===== src/rtl/spi_flash_sr_responder.sv =====
`default_nettype none
// ============================================================================
// Module      : spi_flash_sr_responder
// Description : SPI mode-0 target that emulates the status-register subset of
//               a SPI NOR flash (WREN/WRDI/WRSR/RDSR, optional SR2 commands).
//               All SPI pins are oversampled in the clk domain; clk must run at
//               least 4x faster than SCK.
// Config      : define SPI_RESP_SR2_EN to decode RDSR2 (35h) / WRSR2 (31h),
//               let the second WRSR byte update SR2 and keep SR2 as a live
//               register. Undefined: sr2 is tied to 8'h00 and has no flops.
// Ports       : clk, rst          - system clock, async active-high reset
//               spi_clk/mosi/cs_n - SPI inputs from the initiator (async)
//               spi_miso/_oe      - SPI data out and its drive enable
//               sr1, sr2          - current status registers (sr1[1] = WEL)
//               sr_wr_stb         - one-cycle pulse when a WRSR commits
// Revision    : 1.0 - initial release
// ============================================================================
module spi_flash_sr_responder #(
  parameter logic [7:0] SR1_INIT    = 8'h00,
  parameter logic [7:0] SR2_INIT    = 8'h00,
  parameter logic [7:0] SR1_WMASK   = 8'hFC,
  parameter logic [7:0] SR2_WMASK   = 8'hFF,
  parameter int         SYNC_STAGES = 2
) (
  input  logic       clk,
  input  logic       rst,
  input  logic       spi_clk,
  input  logic       spi_mosi,
  input  logic       spi_cs_n,
  output logic       spi_miso,
  output logic       spi_miso_oe,
  output logic [7:0] sr1,
  output logic [7:0] sr2,
  output logic       sr_wr_stb
);

  typedef enum logic [2:0] {
    ST_IDLE   = 3'd0,
    ST_CMD    = 3'd1,
    ST_WR     = 3'd2,
    ST_RD     = 3'd3,
    ST_IGNORE = 3'd4
  } state_t;

  typedef enum logic [2:0] {
    ACT_NONE  = 3'd0,
    ACT_WREN  = 3'd1,
    ACT_WRDI  = 3'd2,
    ACT_WRSR  = 3'd3,
    ACT_WRSR2 = 3'd4
  } act_t;

  // WIP (bit0) and WEL (bit1) are never touched by a status write.
  localparam logic [7:0] SR1_WMASK_EFF = SR1_WMASK & 8'hFC;
  localparam int         WEL           = 1;

  // ---------------------------------------------------------------------------
  // Input synchronisers and edge detection
  // ---------------------------------------------------------------------------
  logic [SYNC_STAGES-1:0] sck_sync_q;
  logic [SYNC_STAGES-1:0] mosi_sync_q;
  logic [SYNC_STAGES-1:0] csn_sync_q;
  logic                   sck_prev_q;
  logic                   csn_prev_q;

  // CS resets to "selected": if CS is already low when reset releases, no
  // false CS-fall is seen and the FSM waits for a genuine new frame. If CS is
  // high, the resulting CS-rise only returns an idle FSM to IDLE.
  always_ff @(posedge clk or posedge rst) begin
    if (rst) begin
      sck_sync_q  <= '0;
      mosi_sync_q <= '0;
      csn_sync_q  <= '0;
      sck_prev_q  <= 1'b0;
      csn_prev_q  <= 1'b0;
    end else begin
      sck_sync_q  <= {sck_sync_q[SYNC_STAGES-2:0], spi_clk};
      mosi_sync_q <= {mosi_sync_q[SYNC_STAGES-2:0], spi_mosi};
      csn_sync_q  <= {csn_sync_q[SYNC_STAGES-2:0], spi_cs_n};
      sck_prev_q  <= sck_sync_q[SYNC_STAGES-1];
      csn_prev_q  <= csn_sync_q[SYNC_STAGES-1];
    end
  end

  logic w_sck_s, w_mosi_s, w_csn_s;
  logic w_sck_rise, w_sck_fall, w_cs_fall, w_cs_rise;

  assign w_sck_s    = sck_sync_q[SYNC_STAGES-1];
  assign w_mosi_s   = mosi_sync_q[SYNC_STAGES-1];
  assign w_csn_s    = csn_sync_q[SYNC_STAGES-1];
  assign w_sck_rise =  w_sck_s & ~sck_prev_q;
  assign w_sck_fall = ~w_sck_s &  sck_prev_q;
  assign w_cs_fall  = ~w_csn_s &  csn_prev_q;
  assign w_cs_rise  =  w_csn_s & ~csn_prev_q;

  // ---------------------------------------------------------------------------
  // Protocol state
  // ---------------------------------------------------------------------------
  state_t     state_q;
  act_t       act_q;       // action armed by the opcode of the current frame
  act_t       commit_q;    // action to apply on the cycle after CS-rise detect
  logic [2:0] bit_cnt_q;
  logic [1:0] byte_cnt_q;  // data bytes captured in WR, saturating
  logic [6:0] shift_in_q;
  logic [7:0] b0_q;
  logic [7:0] rd_shift_q;
  logic [7:0] sr1_q;
  logic       miso_q;
  logic       oe_q;
  logic       stb_q;

  logic [7:0] w_rx_byte;
  logic [7:0] w_rd_live;
  logic [7:0] sr1_d;
  logic       stb_d;

  assign w_rx_byte = {shift_in_q, w_mosi_s};

`ifdef SPI_RESP_SR2_EN
  logic [7:0] sr2_q;
  logic [7:0] sr2_d;
  logic [7:0] b1_q;
  logic       rd_sel_q;   // 1: RD streams SR2
  assign w_rd_live = rd_sel_q ? sr2_q : sr1_q;
  assign sr2       = sr2_q;
`else
  logic w_sr2_params_unused;
  assign w_sr2_params_unused = ^{SR2_INIT, SR2_WMASK};
  assign w_rd_live = sr1_q;
  assign sr2       = 8'h00;
`endif

  // Commit of the previous frame. byte_cnt_q and the holding registers are
  // still intact here, even if a new CS-fall arrives in this same cycle.
  always_comb begin
    sr1_d = sr1_q;
    stb_d = 1'b0;
`ifdef SPI_RESP_SR2_EN
    sr2_d = sr2_q;
`endif
    case (commit_q)
      ACT_WREN: sr1_d[WEL] = 1'b1;
      ACT_WRDI: sr1_d[WEL] = 1'b0;
      ACT_WRSR: begin
        if (sr1_q[WEL] && (byte_cnt_q != 2'd0)) begin
          sr1_d = (sr1_q & ~SR1_WMASK_EFF) | (b0_q & SR1_WMASK_EFF);
`ifdef SPI_RESP_SR2_EN
          if (byte_cnt_q >= 2'd2) begin
            sr2_d = (sr2_q & ~SR2_WMASK) | (b1_q & SR2_WMASK);
          end
`endif
          sr1_d[WEL] = 1'b0;
          stb_d      = 1'b1;
        end
      end
`ifdef SPI_RESP_SR2_EN
      ACT_WRSR2: begin
        if (sr1_q[WEL] && (byte_cnt_q != 2'd0)) begin
          sr2_d      = (sr2_q & ~SR2_WMASK) | (b0_q & SR2_WMASK);
          sr1_d[WEL] = 1'b0;
          stb_d      = 1'b1;
        end
      end
`endif
      default: ;
    endcase
  end

  always_ff @(posedge clk or posedge rst) begin
    if (rst) begin
      state_q    <= ST_IDLE;
      act_q      <= ACT_NONE;
      commit_q   <= ACT_NONE;
      bit_cnt_q  <= 3'd0;
      byte_cnt_q <= 2'd0;
      shift_in_q <= 7'd0;
      b0_q       <= 8'h00;
      rd_shift_q <= 8'h00;
      sr1_q      <= SR1_INIT & ~8'h02;
      miso_q     <= 1'b0;
      oe_q       <= 1'b0;
      stb_q      <= 1'b0;
`ifdef SPI_RESP_SR2_EN
      sr2_q      <= SR2_INIT;
      b1_q       <= 8'h00;
      rd_sel_q   <= 1'b0;
`endif
    end else begin
      sr1_q    <= sr1_d;
      stb_q    <= stb_d;
      commit_q <= ACT_NONE;
`ifdef SPI_RESP_SR2_EN
      sr2_q    <= sr2_d;
`endif
      if (w_cs_rise) begin
        // Only a byte-aligned frame may commit its action.
        state_q  <= ST_IDLE;
        oe_q     <= 1'b0;
        miso_q   <= 1'b0;
        commit_q <= (bit_cnt_q == 3'd0) ? act_q : ACT_NONE;
        act_q    <= ACT_NONE;
      end else if (w_cs_fall) begin
        state_q    <= ST_CMD;
        act_q      <= ACT_NONE;
        bit_cnt_q  <= 3'd0;
        byte_cnt_q <= 2'd0;
      end else begin
        if (w_sck_rise && (state_q != ST_IDLE)) begin
          bit_cnt_q  <= bit_cnt_q + 3'd1;
          shift_in_q <= w_rx_byte[6:0];
        end
        case (state_q)
          ST_CMD: begin
            if (w_sck_rise && (bit_cnt_q == 3'd7)) begin
              case (w_rx_byte)
                8'h06: begin act_q <= ACT_WREN; state_q <= ST_IGNORE; end
                8'h04: begin act_q <= ACT_WRDI; state_q <= ST_IGNORE; end
                8'h01: begin act_q <= ACT_WRSR; state_q <= ST_WR;     end
                8'h05: begin
                  rd_shift_q <= sr1_q;
                  state_q    <= ST_RD;
`ifdef SPI_RESP_SR2_EN
                  rd_sel_q   <= 1'b0;
`endif
                end
`ifdef SPI_RESP_SR2_EN
                8'h35: begin
                  rd_shift_q <= sr2_q;
                  rd_sel_q   <= 1'b1;
                  state_q    <= ST_RD;
                end
                8'h31: begin act_q <= ACT_WRSR2; state_q <= ST_WR; end
`endif
                default: state_q <= ST_IGNORE;
              endcase
            end
          end
          ST_WR: begin
            if (w_sck_rise && (bit_cnt_q == 3'd7)) begin
              if (byte_cnt_q == 2'd0) begin
                b0_q <= w_rx_byte;
              end
`ifdef SPI_RESP_SR2_EN
              if (byte_cnt_q == 2'd1) begin
                b1_q <= w_rx_byte;
              end
`endif
              if (byte_cnt_q != 2'd3) begin
                byte_cnt_q <= byte_cnt_q + 2'd1;
              end
            end
          end
          ST_RD: begin
            // bit_cnt_q at a fall equals the index of the bit being shifted
            // out, so 7 means the LSB is leaving: reload with the live value.
            if (w_sck_fall) begin
              oe_q   <= 1'b1;
              miso_q <= rd_shift_q[7];
              if (bit_cnt_q == 3'd7) begin
                rd_shift_q <= w_rd_live;
              end else begin
                rd_shift_q <= {rd_shift_q[6:0], 1'b0};
              end
            end
          end
          default: ;
        endcase
      end
    end
  end

  assign spi_miso    = miso_q;
  assign spi_miso_oe = oe_q;
  assign sr1         = sr1_q;
  assign sr_wr_stb   = stb_q;

endmodule
`default_nettype wire


===== config.mk =====
export PLATFORM = sky130hd
export DESIGN_NAME = spi_flash_sr_responder
export DESIGN_NICKNAME = d
export VERILOG_FILES = /design/src/rtl/spi_flash_sr_responder.sv
export SDC_FILE = /design/constraint.sdc
export NUM_CORES = 1
export LEC_CHECK = 0
export ABC_AREA = 1
export ABC_CLOCK_PERIOD_IN_PS = 1800
export BUFFER_PORTS_ARGS = -buffer_cell sky130_fd_sc_hd__buf_2
export CORE_MARGIN = 5
export CORE_UTILIZATION = 55
export CTS_BUF_LIST = sky130_fd_sc_hd__clkbuf_8
export CTS_CLUSTER_SIZE = 16
export DETAILED_ROUTE_END_ITERATION = 12
export GPL_TIMING_DRIVEN = 0
export PLACE_DENSITY = 0.82
export SLEW_MARGIN = 20
export SYNTH_ARGS = -nofsm -noshare
export SYNTH_HDL_FRONTEND = slang
export SYNTH_SLANG_ARGS = --single-unit

===== constraint.sdc =====
create_clock -name clk -period 1.8 [get_ports clk]
set_input_delay 0.18 -clock clk [delete_from_list [all_inputs] [get_ports clk]]
set_output_delay 0.18 -clock clk [all_outputs]
set_load 0.01 [all_outputs]

==> results of run 1 <==
worst max-delay path by stage:
stage | end | slack, ns | cells past startpoint
floorplan | rd_shift_q[7] | 0.41 | 9
global placement | rd_shift_q[6] | -0.15 | 2
detailed placement | rd_shift_q[7] | 0.21 | 9
CTS | rd_shift_q[7] | 0.20 | 9
global route | rd_shift_q[4] | 0.04 | 9
finish | rd_shift_q[7] | 0.22 | 9
critical path, stage by stage (launching register included):
cell and delay (ns):
dfrtp_1 0.36, ha_1 0.15, ha_1 0.36, nand2_4 0.11
nor2_4 0.12, nand2_2 0.07, nand2_4 0.11, nand2_4 0.08
nand2_1 0.07, nand2_1 0.05
power breakdown:
part | total (W) | internal (W) | switching [W]
clock | 0.000790 | 0.000417 | 0.000373
sequential | 0.00139 | 0.00128 | 0.000111
combinational | 0.000699 | 0.000235 | 0.000464
total | 0.00288 | 0.00193 | 0.000948
area by class of cell:
class / instances / area [sq um] / share of cell area (%)
flip-flops and latches: 50 / 1251 / 45.56
multi-input cells: 189 / 975.9 / 35.54
repair buffers: 19 / 130.1 / 4.738
inverters: 31 / 116.4 / 4.237
plain buffers: 12 / 95.09 / 3.462
clock buffers: 5 / 68.82 / 2.506
well taps: 52 / 65.06 / 2.369
clock inverters: 3 / 43.79 / 1.595
repair_timing:
action / in CTS / in global routing
hold endpoints to repair: 17 / 0
endpoints found under the setup margin: 0 / 0
buffers inserted: 0 / 0
hold buffers: 4 / 0
cells by family (layout without fill, tap and decap cells):
kind of cell             after synthesis  after routing
buffers and inverters                 43             70
adder cells (fa/ha/maj)                7              7
AO/OA/AOI/OAI                         34             34
flip-flops                            50             50
AND/OR/NAND/NOR                      139            139
other                                  1              9
cells in the mapped netlist:
master   count
nand2_1     85
dfrtp_1     50
inv_1       21
nand3_1     18
o21ai_0     15
nor2_1      11
inv_2       10
buf_4        9
nand2_2      9
o21ai_1      8
ha_1         7
o21ai_2      6
a21oi_1      4
nand2_4      4
nor2_4       4
nor2_2       3
buf_6        2
nand4_1      2
buf_2        1
conb_1       1
nand3_2      1
nand3_4      1
nor3_1       1
o22ai_1      1
per-layer routing:
layer / routed length [um] / vias to the layer above / track usage (%)
li1: - / 916 / -
met1: 1920 / 842 / 20.85
met2: 1985 / 38 / 25.51
met3: 200 / 7 / 4.374
met4: 61 / 0 / 5.245
met5: 0 / - / 0
state kept, by name, indices dropped and copies added, names as in the netlist, 3 cells and up:
signal,flops
shift_in_q,7
sr1,7
state_q,3
rd_shift_q,7
bit_cnt_q,3
b0_q,6
through the flow:
stage / instances / util [%]
floorplan: 282 / -
global placement: 348 / 59.94
detailed placement: 349 / 60.40
CTS: 361 / 63.96
global route: 361 / 63.96
finish: 361 / 63.96
==> results.md, run 1 <==
- Synth Register Bits: 50
- Initial DRC Count: 81
- Simple-gate share of the synthesized area: 27.43%
- Clock root cell: clkbuf_8
- Reg2Reg Setup Slack: 0.22 ns
- Design area: 2746 sq um
- Area share of fa/ha/maj cells after synthesis: 3.636%
- Reg2Reg Depth: 9
- Share of post-route cells with drive strength above 1: 23.95%
- Library cells used by synthesis: 24
- Die width: 76.18 um
- Post-Synth XOR/XNOR Area: 0%
- Max Fclk: 0.6312 GHz
- Largest net degree at the start of global routing: 37
- DP Area: 2594 sq um
- Synth Instances: 274
- First-pass GRT wire length: 7714 um
- Hold wc startpoint: sck_sync_q[0]
- Largest family of logic cells by synthesized area: simple AND/OR/NAND/NOR gates
- Worst Setup End Kind: flip-flop
- Most common cell after layout, fill and taps aside: nand2_1
- Critical Path Source Type: flip-flop
- Placement Rows: 24
- Cts bufs inserted: 5
- Setup Skew: 0.01017 ns
- Most frequent cells in the layout: nand2_1, dfrtp_1, inv_1
- Setup violation total in the final timing report: 0
- Top cell type's share of synthesized area: 51.95%
- Vias in the first global route: 1732
- Hold path depth: 0
- Core Box Area: 4294 sq um
- Total power: 0.002876 W
- CTS max path bufs: 2
- Routed WL per cell: 11.55 um
- Initial Utilization: 56.09%
- Leakage: 1.498 nW
- Final period utilization: 88.01%
- Gpl congestion: 0.8116
- VDD IR-drop max: 0.5916 mV
- Max-cap violation count: 0
- Synth-to-Final Area Change: 14.03%
- IO Port Bufs: 14
- Critical Path Source: bit_cnt_q[0]
- Hold crit path type: flip-flop to flip-flop
- Vias per cell: 4.994
- Pwr dens: 1047 nW/um^2
- Mux cell area share after synthesis: 0%
- Via count: 1803
- RSZ-0062 raised after global routing: no
- Fillers: 378
- Mapped Area: 2409 sq um
- Max H-tree Level: 2
- Ports: 24
- # clock sinks: 50
- Mean Syn Cell Area: 8.790 sq um
- CTS tree: done
- WS Path Type: flip-flop to flip-flop
- Initial antenna violation count: 0
- Pre-CTS WS: 0.2102 ns
- Die H: 76.18 um
- Sequential area share after synthesis: 51.95%
- Reg-to-reg endpoint: rd_shift_q[7]
- Wirelength, routed: 4168 um
- Setup TNS: 0 ns
- # resized after CTS: 0
- Final Hold Viols: 0
- Worst-path clk slew: 0.09 ns
- Post-DP HPWL: 3123 um
- Synth warn: 0
- Worst-Skew Late Latency: 0.30 ns
- Antenna cells: 0
- Post-layout min period: 1.584 ns
- Pre-Repair DR Iteration Count: 4
- Arrival @ worst endpoint: 1.79 ns
- Status: finished, final reports clean
- Number of remaining DRC errors: 0
- Area leader, netlist: dfrtp_1
- Pins over their slew limit: 0
- Top post-synthesis cells by area: dfrtp_1, nand2_1, nand3_1
- Total track usage: 15.92%
- Gr ovfl total: 0
- Hold slack: 0.3530 ns
- CP Data Required Time: 2.00 ns
- Worst R2R Start: bit_cnt_q[0]
- Antenna viol nets, final: 0
- Nets: 320
- Synth Area in Compound Gates: 8.052%
- Die footprint: 5803 sq um
- Highest net fanout along the worst path: 8
- Final worst slack: 0.2158 ns
- Worst hold endpoint: sck_sync_q[1]
(Power assumes the default switching activity.)
==> inputs of run 2 (changes only) <==
CORE_ASPECT_RATIO = 0.8   (was not set)
RECOVER_POWER = 25   (was not set)
TNS_END_PERCENT = 100   (was not set)
==> results.md, run 2 (same netlist as run 1, synthesis figures left out) <==
- Placed Instances: 354
- Via count: 1792
- RSZ-0062 raised after global routing: no
- Crit-path slowest cell: dfrtp_1
- Initial antenna violation count: 0
- Wirelength, routed: 4248 um
- Crit-path cells: ha_1, ha_1, nand2_4, nor2_4, nand2_2, nand2_4, nand2_4, nand2_1, nand2_1
- Die H: 69.19 um
- Post-CTS setup repair buffer count: 0
- Vias in the first global route: 1751
- CTS max path bufs: 2
- Max Fclk: 0.6295 GHz
- Max-cap violation count: 0
- # resized after CTS: 0
- Final period utilization: 88.25%
- Antenna cells: 0
- Setup TNS: 0 ns
- First-pass GRT wire length: 7817 um
- Core Box Area: 4204 sq um
- Post-DP HPWL: 3124 um
- Cts bufs inserted: 5
- Setup Skew: 0.005479 ns
- Hold path depth: 0
- Final core utilization: 65.12%
- Reg2Reg Setup Slack: 0.21 ns
- Pre-Repair DR Iteration Count: 4
- Initial Utilization: 57.29%
- Critical Path Stages: 9
- CP Data Required Time: 2.00 ns
- Die footprint: 5811 sq um
- CTS tree: done
- Hold crit path type: flip-flop to flip-flop
- Slew @ Worst Pin: 0.5631 ns
- Reg-to-reg endpoint: rd_shift_q[3]
- Worst-path clk slew: 0.09 ns
- Pwr dens: 1033 nW/um^2
- Critical Path Source Type: flip-flop
- Routed WL per cell: 11.61 um
- Slew HR: 62.42%
- Reg2Reg Depth: 9
- Setup violation total in the final timing report: 0
- Worst R2R Start: bit_cnt_q[0]
- CP delay by family, top: simple AND/OR/NAND/NOR gates
- Initial DRC Count: 152
- Critical Path Source: bit_cnt_q[0]
- Total track usage: 16.46%
- Placement Rows: 21
- Worst-Skew Late Latency: 0.30 ns
- Die width: 83.99 um
- Clock root cell: clkbuf_8
- # clock sinks: 50
- Fin cells: 366
- CP dominant cell by count: nand2_4
- Largest net degree at the start of global routing: 36
- Highest net fanout along the worst path: 8
- Nets: 320
- Post-layout min period: 1.588 ns
- Max H-tree Level: 2
- Share of post-route cells with drive strength above 1: 23.62%
- Worst Setup End Kind: flip-flop
- VDD IR-drop max: 0.6303 mV
- Gr ovfl total: 0
- Worst setup path endpoint: rd_shift_q[3]
- Ports: 24
- Buffers & Inverters on Critical Path: 0
- Most common cell after layout, fill and taps aside: nand2_1
- Final Hold Viols: 0
- Number of remaining DRC errors: 0
- Vias per cell: 4.896
- WS Path Type: flip-flop to flip-flop
- Synth-to-Final Area Change: 13.66%
- Arrival @ worst endpoint: 1.79 ns
- Gpl congestion: 0.8063
- Total power: 0.002829 W
- CP peak stage delay: 0.37 ns
- Antenna viol nets, final: 0
- Leakage: 1.494 nW
- Pins over their slew limit: 0
- Status: finished, final reports clean
- IO Port Bufs: 14
- Most frequent cells in the layout: nand2_1, dfrtp_1, inv_1
## run 2: cell count changes in the layout (fill, tap and decap cells not counted), sizes merged
cell,before,now
buf,27,26
clkbuf,5,9
inv,32,31
clkinv,1,0
bufinv,1,0
## run 2: worst min path at each step
stage	startpoint	end
after CTS	sck_sync_q[0]	sck_sync_q[1]
after global routing	sck_sync_q[0]	sck_sync_q[1]
after global placement	spi_clk	sck_sync_q[0]
after floorplan	spi_cs_n	csn_sync_q[0]
after detailed placement	rst	csn_sync_q[1]
final	sck_sync_q[0]	sck_sync_q[1]
## run 2: per-stage QoR
step | hold WS (ns) | cell area [sq um] | worst slack, ns
2_1_floorplan | 0.2114 | 2439 | 0.4064
3_3_place_gp | 0.2895 | 2580 | -0.1854
3_5_place_dp | 0.1726 | 2600 | 0.2171
4_1_cts | 0.3549 | 2750 | 0.1890
5_1_grt | 0.3598 | 2738 | 0.03583
6_report | 0.3535 | 2738 | 0.2115
## run 2: repair_timing
item,CTS,global route
hold buffers,4,0
setup endpoints to repair,0,0
endpoints found under the hold margin,18,0
## run 2: layout make-up
cell class | instances | area [sq um]
sequential | 50 | 1251
timing repair buffer | 19 | 117.6
tap | 57 | 71.32
multi-input combinational | 189 | 975.9
inverter | 31 | 116.4
buffer | 12 | 95.09
clock buffer | 8 | 110.1
fill | 352 | 1466
## run 2: power by group
| part | total (W) | switching [W] | internal (W) |
|---|---|---|---|
| Clock | 0.000744 | 0.000356 | 0.000388 |
| Sequential | 0.00139 | 0.000113 | 0.00128 |
| Combinational | 0.000696 | 0.000465 | 0.000232 |
## run 2: layer usage
layer  GRT usage (%)  vias up  share of wire (%)
li1                -      909                  -
met1           22.85      830                 48
met5               0        -                  0
met2           24.45       45                 44
met3           3.800        8                5.9
met4           7.679        0                2.0
## run 2: worst reg2reg max path: cells and delay by family, from the launching register on
family                     cells  cell delay (ns)
and+or+nand+nor                7             0.62
adders and majority gates      2             0.51
DFF                            1             0.37
==> inputs of run 3 (changes only) <==
CORE_ASPECT_RATIO = not set   (was 0.8)
CORE_UTILIZATION = 35   (was 55)
PLACE_DENSITY = 0.59   (was 0.82)
==> results.md, run 3 (same netlist as run 1, synthesis figures left out) <==
- Status: finished, final reports clean
- Reg2Reg Depth: 8
- Cts bufs inserted: 5
- Max-cap violation count: 0
- Post-DP HPWL: 3269 um
- Initial Utilization: 35.65%
- VDD IR-drop max: 0.3298 mV
- Final period utilization: 86.87%
- Critical Path Stages: 8
- Buffers & Inverters on Critical Path: 1
- Final worst slack: 0.2364 ns
- Antenna viol nets, final: 0
- Hold slack: 0.3518 ns
- CP Data Required Time: 1.99 ns
- Initial antenna violation count: 0
- Setup violation total in the final timing report: 0
- Die H: 92.96 um
- Total track usage: 11.30%
- Core Box Area: 6756 sq um
- Leakage: 1.485 nW
- Worst R2R Start: bit_cnt_q[0]
- Most common cell after layout, fill and taps aside: nand2_1
- Critical Path Source Type: flip-flop
- Vias per cell: 4.376
- Highest net fanout along the worst path: 10
- Largest net degree at the start of global routing: 33
- Gr ovfl total: 0
- Placement Rows: 30
- Worst-path clk slew: 0.08 ns
- Pre-Repair DR Iteration Count: 4
- Hold path depth: 0
- IO Port Bufs: 14
- Ports: 24
- Multi-input gate area in the final layout: 975.9 sq um
- Post-layout min period: 1.564 ns
- CP peak stage delay: 0.36 ns
- Gpl congestion: 0.7756
- Wirelength, routed: 4270 um
- RSZ-0062 raised after global routing: no
- Reg-to-reg endpoint: b0_q[3]
- Crit-path slowest cell: dfrtp_1
- WS Path Type: flip-flop to flip-flop
- Share of post-route cells with drive strength above 1: 23.38%
- Clock root cell: clkbuf_8
- CTS max path bufs: 2
- Reg area: 1251 sq um
- Number of remaining DRC errors: 0
- Nets: 320
- Crit-path cells: ha_1, ha_1, nand2_4, nor2_4, nand2_2, buf_6, nand2_2, o21ai_2
- Fillers: 693
- Reg2Reg Setup Slack: 0.24 ns
- Slew HR: 48.54%
- Die footprint: 8641 sq um
- Worst Setup End Kind: flip-flop
- Setup Skew: 0.002766 ns
- Max Fclk: 0.6395 GHz
- Via count: 1698
- Pins over their slew limit: 0
- Most frequent cells in the layout: nand2_1, dfrtp_1, inv_1
- Pre-CTS WS: 0.2228 ns
- Pwr dens: 978.8 nW/um^2
- Final Hold Viols: 0
- First-pass GRT wire length: 7955 um
- CTS tree: done
- Worst hold endpoint: mosi_sync_q[1]
- # resized after CTS: 0
- CP delay by family, top: adder cells
- Initial DRC Count: 81
- Arrival @ worst endpoint: 1.76 ns
- Hold crit path type: flip-flop to flip-flop
- # clock sinks: 50
- Die width: 92.96 um
- Slew @ Worst Pin: 0.7710 ns
- Synth-to-Final Area Change: 14.08%
- Hold wc startpoint: mosi_sync_q[0]
- Vias in the first global route: 1674
- Max H-tree Level: 2
- Worst-Skew Late Latency: 0.29 ns
- Antenna cells: 0
- Routed WL per cell: 11.01 um
[run 3: cell count changes in the layout (fill, tap and decap cells not counted), sizes merged]
cell	previous run	this run
clkbuf	9	5
clkinv	0	2
buf	26	27
[run 3: stage by stage]
step	TNS (ns)	instance area [sq um]	cells	util [%]	power (W)
CTS	0	2748	388	40.67	0.002742
detailed placement	0	2629	377	38.91	0.002113
finish	0	2748	388	40.67	0.002690
global route	0	2748	388	40.67	0.002919
global placement	-14.44	2609	376	38.61	0.002083
floorplan	0	2439	282	-	0.001947
[run 3: area by class of cell]
class	count	area share [%]
inverters	31	4.235
multi-input cells	189	35.52
flip-flops and latches	50	45.54
clock inverters	2	0.3643
plain buffers	12	3.461
well taps	80	3.643
repair buffers	19	4.736
clock buffers	5	2.505
[run 3: how the worst max path moves through the flow]
stage                        startpoint             to  slack (ns)
after CTS                  bit_cnt_q[0]        b0_q[3]        0.20
after global placement              rst  rd_shift_q[6]       -0.29
final                      bit_cnt_q[0]        b0_q[3]        0.24
after floorplan            bit_cnt_q[0]  rd_shift_q[7]        0.41
after detailed placement   bit_cnt_q[0]        b0_q[3]        0.22
after global routing      csn_sync_q[1]  rd_shift_q[1]        0.09
[run 3: report_power, final]
part / total (W) / internal, W / switching (W)
registers: 0.00139 / 0.00128 / 0.000112
logic: 0.000698 / 0.000236 / 0.000462
clock network: 0.000605 / 0.000261 / 0.000343
total: 0.00269 / 0.00177 / 0.000916
[run 3: metal layers]
| layer | up-vias | global-route usage, % | part of all wire (%) |
|---|---|---|---|
| met2 | 24 | 17.16 | 45 |
| met3 | 8 | 3.006 | 4.7 |
| met1 | 760 | 15.63 | 49 |
| met5 | - | 0 | 0 |
| met4 | 0 | 3.663 | 1.8 |
| li1 | 906 | - | - |
[run 3: timing repair]
action,4_1_cts,5_1_grt
setup buffers,0,0
endpoints found under the hold margin,21,0
hold buffers,4,0
